<file path="src/rtl/err_sweep_8x8.sv">
// err_sweep_8x8: exhaustive error-characterisation engine for 8x8 approximate
// multipliers. Walks every unsigned (a,b) operand pair, presents it to an
// external multiplier under test, and compares the returned product with the
// exact one. It accumulates error count, error sum and the worst-case error
// together with the first operand pair that produced it.
//
// Build option: define ERR_SQ_EN to add the err_sq_sum port and its
// sum-of-squared-error accumulator.
//
// PROD_LAT (0..4) is the latency of the multiplier under test in cycles.
// A value of 0 means the multiplier is purely combinational.

module err_sweep_8x8 #(
   parameter int PROD_LAT = 0
) (
   input  logic        clk,
   input  logic        rst,
   input  logic        start,
   output logic [7:0]  mul_a,
   output logic [7:0]  mul_b,
   input  logic [15:0] mul_prod,
   output logic        busy,
   output logic        done,
   output logic [16:0] err_cnt,
   output logic [31:0] err_sum,
   output logic [15:0] err_max,
   output logic [7:0]  max_a,
   output logic [7:0]  max_b
`ifdef ERR_SQ_EN
   ,
   output logic [47:0] err_sq_sum
`endif
);

   typedef enum logic [1:0] {
      IDLE  = 2'd0,
      SWEEP = 2'd1,
      DRAIN = 2'd2,
      DONE  = 2'd3
   } state_t;

   // Value of the drain counter on the final DRAIN cycle. It is unused when
   // PROD_LAT is 0, because SWEEP then goes straight to DONE.
   localparam logic [2:0] DRAIN_LAST = 3'((PROD_LAT > 0) ? (PROD_LAT - 1) : 0);

   state_t      state_q, state_d;
   logic [15:0] idx;        // pair currently presented: {a, b}
   logic [2:0]  drn_cnt;    // cycles spent in DRAIN so far
   logic        last_pair;
   logic        clear;

   // Presented operands come straight from the index register, so B is the
   // inner loop.
   assign mul_a = idx[15:8];
   assign mul_b = idx[7:0];

   assign busy      = (state_q == SWEEP) || (state_q == DRAIN);
   assign done      = (state_q == DONE);
   assign last_pair = (idx == 16'hFFFF);
   assign clear     = start && ((state_q == IDLE) || (state_q == DONE));

   // State register.
   always_ff @(posedge clk) begin
      // NOTE: sequential state is always written with non-blocking (<=)
      // assignments, so every register samples the pre-edge values.
      if (rst) state_q <= IDLE;
      else     state_q <= state_d;
   end

   // Next-state logic. A start pulse in SWEEP or DRAIN is ignored.
   always_comb begin
      // NOTE: the default assignment comes first so every path assigns
      // state_d, which prevents a latch from being inferred.
      state_d = state_q;
      case (state_q)
         IDLE:    if (start) state_d = SWEEP;
         SWEEP:   if (last_pair) state_d = (PROD_LAT == 0) ? DONE : DRAIN;
         DRAIN:   if (drn_cnt == DRAIN_LAST) state_d = DONE;
         DONE:    if (start) state_d = SWEEP;
         default: state_d = IDLE;
      endcase
   end

   // Pair index and drain counter. The index stops at 65535 and holds (255,255)
   // through DRAIN and DONE, so it never wraps into a second sweep.
   always_ff @(posedge clk) begin
      if (rst) begin
         idx     <= '0;
         drn_cnt <= '0;
      end else begin
         if (clear)
            idx <= '0;
         else if ((state_q == SWEEP) && !last_pair)
            idx <= idx + 16'd1;

         if (state_q == DRAIN) drn_cnt <= drn_cnt + 3'd1;
         else                  drn_cnt <= '0;
      end
   end

   // Compare-path delay line. The presented register is stage 0. PROD_LAT more
   // stages line each pair up with the product it provokes. tap = {valid, a, b}.
   logic [16:0] tap;
   logic        tap_v;
   logic [7:0]  tap_a, tap_b;

   if (PROD_LAT == 0) begin : g_no_dly
      assign tap = {state_q == SWEEP, mul_a, mul_b};
   end else begin : g_dly
      logic [16:0] dly [PROD_LAT];

      // Shift the presented pair and its valid bit toward the compare point.
      always_ff @(posedge clk) begin
         if (rst) begin
            // NOTE: this small register array is reset explicitly. A stale
            // valid bit left over from an aborted sweep must never reach the
            // accumulators.
            for (int i = 0; i < PROD_LAT; i++) dly[i] <= '0;
         end else begin
            dly[0] <= {state_q == SWEEP, mul_a, mul_b};
            for (int i = 1; i < PROD_LAT; i++) dly[i] <= dly[i-1];
         end
      end

      assign tap = dly[PROD_LAT-1];
   end

   assign tap_v = tap[16];
   assign tap_a = tap[15:8];
   assign tap_b = tap[7:0];

   // Exact product and absolute error. The 17-bit signed difference covers
   // the range -65535..65535, so its magnitude always fits in 16 bits.
   logic [15:0]        exact;
   logic signed [16:0] diff;
   logic [15:0]        abs_d;

   assign exact = 16'(tap_a) * 16'(tap_b);
   assign diff  = $signed({1'b0, exact}) - $signed({1'b0, mul_prod});
   assign abs_d = diff[16] ? 16'(-diff) : diff[15:0];

   // Error accumulators. Strict '>' keeps the first worst pair in sweep order.
   always_ff @(posedge clk) begin
      if (rst || clear) begin
         err_cnt <= '0;
         err_sum <= '0;
         err_max <= '0;
         max_a   <= '0;
         max_b   <= '0;
      end else if (tap_v) begin
         err_cnt <= err_cnt + 17'(abs_d != 16'd0);
         err_sum <= err_sum + 32'(abs_d);
         if (abs_d > err_max) begin
            err_max <= abs_d;
            max_a   <= tap_a;
            max_b   <= tap_b;
         end
      end
   end

`ifdef ERR_SQ_EN
   logic [31:0] sq_d;

   assign sq_d = 32'(abs_d) * 32'(abs_d);

   // Sum of squared errors. It follows the same clear and update rules as
   // err_sum.
   always_ff @(posedge clk) begin
      if (rst || clear)
         err_sq_sum <= '0;
      else if (tap_v)
         err_sq_sum <= err_sq_sum + 48'(sq_d);
   end
`endif

endmodule

</file>
<file path="config.mk">
export PLATFORM = sky130hd
export DESIGN_NAME = err_sweep_8x8
export DESIGN_NICKNAME = d
export VERILOG_FILES = /design/src/rtl/err_sweep_8x8.sv
export SDC_FILE = /design/constraint.sdc
export NUM_CORES = 1
export LEC_CHECK = 0
export CORE_MARGIN = 2
export CORE_UTILIZATION = 45
export DETAILED_ROUTE_END_ITERATION = 8
export GPL_ROUTABILITY_DRIVEN = 0
export PLACE_DENSITY = 0.69
export SLEW_MARGIN = 20
export SYNTH_ARGS = -nofsm -noshare
export SYNTH_HDL_FRONTEND = slang
export SYNTH_SLANG_ARGS = --single-unit
</file>
<file path="constraint.sdc">
create_clock -name clk -period 8.3 [get_ports clk]
set_clock_uncertainty 0.05 [all_clocks]
set_input_delay 1.66 -clock clk [delete_from_list [all_inputs] [get_ports clk]]
set_output_delay 1.66 -clock clk [all_outputs]
set_load 0.05 [all_outputs]
</file>
==> impl_metrics.tcl <==
set metrics [dict create \
    worst_slack_ns 0.2234 \
    ys_async_sr_fraction 0 \
    synth_seq_cells 102 \
    grtUsageTotal 0.1945 \
    wl_per_cell_microns 14.09 \
    grt_use_met3 0.03214 \
    final_common_cell "nor2_1" \
    htree_levels 3 \
    slew_headroom 0.3139 \
    finalHoldViolCount 0 \
    die_x_microns 140.4 \
    cp_num_cells 25 \
    synth_warnings 0 \
    worst_setup_path_start_kind "input port" \
    hold_depth 1 \
    final_cell_mix "nor2_1, inv_1, clkdlybuf4s50_1, dfxtp_1, ha_1" \
    synth_edf_count 0 \
    antennaDiodeCount 0 \
    chipHeight_microns 140.4 \
    antenna_left 0 \
    yosysUniqueCellTypes 67 \
    max_stage_delay_ns 0.57 \
    irDropWorstVdd_mv 0.1905 \
    fmax_mhz 123.8 \
    tightest_slew_ns 1.029 \
    post_dp_cell_area_sq_um 10070 \
    slew_viol_final 0 \
    cp_top_family "adder cells" \
    fin_cells 1356 \
    critPathRequiredTime_ns 8.45 \
    maxCapViolations 0 \
    die_area_sq_um 19710 \
    critPathKind "input port to flop" \
    port_buffers 117 \
    clock_latency_ns 0.36 \
    finish.instance_area_sq_um 10530 \
    worstRegToRegCells 28 \
    num_rows 49 \
    synthFlopType "dfxtp_1" \
    cp_max_fo 12 \
    io_pins 118 \
    synth_fp_nets 1134 \
    core-area_sq_um 18090 \
    gr-total-overflow 0 \
    via_count 6927 \
    initial_core_util 0.4629 \
    whs_ns 0.4128 \
    clockBufferDepth 2 \
    grt_first_pass_wirelength_microns 31380 \
    viasPerCell 5.108 \
    p_leak_nw 4.657 \
    cts_num_sinks 102 \
    cpMaxStageDelayCell "or4_4" \
    drt_iter0_markers 222 \
    place_ws_ns -0.1932 \
    cp-end-kind "flop" \
    avgSynthCellArea_sq_um 8.534 \
    cts_tree "done" \
    dp_hpwl_microns 14450 \
    use_met2 0.3282 \
    antenna_found_initial 0 \
    path_buf_inv 7 \
    grt_max_degree 98 \
    drt_wl_total_microns 19110 \
    dp.cells 1338 \
    synthesis.area_sq_um 8372 \
    power_density_nw_per_um2 169.6 \
    top_usage_layer "met2" \
    drc_errors 0 \
    yosysSeqAreaShare 0.2439 \
    layout-drive-gt1-share 0.1065 \
    setup_viol 0 \
    min_period_ns 8.077 \
    met1_usage 0.2604 \
    final.period_utilization 0.9731 \
    numCtsBuffers 9 \
    drt-pass1-iter-count 4 \
    cp_data_arrival_time_ns 8.23 \
    min_path_type "flop to flop" \
    synth_cells 981 \
    first_global_vias 6586 \
    final_net_count 1275 \
    area_growth_pct 25.83 \
    cpMostUsedCell "fa_1" \
    clk_pin_slew_ns 0.07 \
    clockRootBuffer "clkbuf_16" \
    outcome "finished clean" \
]
## flip-flops by register name (all words and copies together) (netlist names)
signal and count:
idx 16, state_q 2, max_b 8, err_cnt 17, err_max 16, err_sum 32, max_a 8, drn_cnt 3
## timing repair
action	in CTS	in global routing
hold buffers	0	0
gates resized for setup	0	29
buffers inserted	0	1
setup endpoints to repair	0	53
## final cells by class
| class | instances | area, sq um |
|---|---|---|
| fill | 1663 | 7552 |
| multi-input combinational | 713 | 5806 |
| sequential | 102 | 2042 |
| timing repair buffer | 171 | 1619 |
| inverter | 125 | 469.2 |
| tap | 229 | 286.5 |
| clock buffer | 12 | 256.5 |
| clock inverter | 4 | 55.05 |
## layer usage
metal  share of wire  vias to the layer above
li1                -                     3497
met1            0.48                     3296
met2            0.48                      117
met3           0.034                       17
met4           0.011                        0
met5               0                        -
## cells by family after synthesis
logic type | Yosys count | share of synthesized area
DFF | 102 | 0.2439
adders and majority gates | 134 | 0.2460
xor gates and xnor gates | 86 | 0.09087
AOI/OAI and AO/OA | 131 | 0.1089
and+or+nand+nor | 328 | 0.1935
buffers and inverters | 166 | 0.07607
muxes | 34 | 0.04065
## power breakdown
part | internal, mW | total [mW] | switching, mW
logic | 0.305 | 0.762 | 0.457
clock network | 0.252 | 0.449 | 0.197
registers | 0.533 | 0.576 | 0.0425
total | 1.09 | 1.79 | 0.697
## path summary, 6_finish.rpt
kind	start	endpoint	slack [ns]
max	mul_prod[8]	max_a[2]	0.22
min	drn_cnt[0]	drn_cnt[0]	0.41
max reg2reg	idx[2]	max_a[2]	0.91
min reg2reg	drn_cnt[0]	drn_cnt[0]	0.41
## cells in the mapped netlist (32+ instances only)
library cell	count	area share
nor2_1	136	0.061
inv_1	125	0.056
dfxtp_1	102	0.24
ha_1	83	0.12
nand2_1	64	0.029
fa_1	51	0.12
xnor2_1	44	0.046
xor2_1	41	0.043
and2_1	38	0.028
mux2i_1	34	0.041
a21oi_1	32	0.019
clkbuf_1	32	0.014
## stage by stage
step / utilization / total power [mW] / setup TNS, ns
6_report: 0.5824 / 1.786 / 0
3_5_place_dp: 0.5569 / 1.324 / -5.735
2_1_floorplan: - / 1.100 / 0
5_1_grt: 0.5824 / 1.888 / -0.1800
4_1_cts: 0.5741 / 1.777 / 0
3_3_place_gp: 0.5569 / 1.313 / -3.223
No activity file was read; power rests on OpenSTA's default activity.
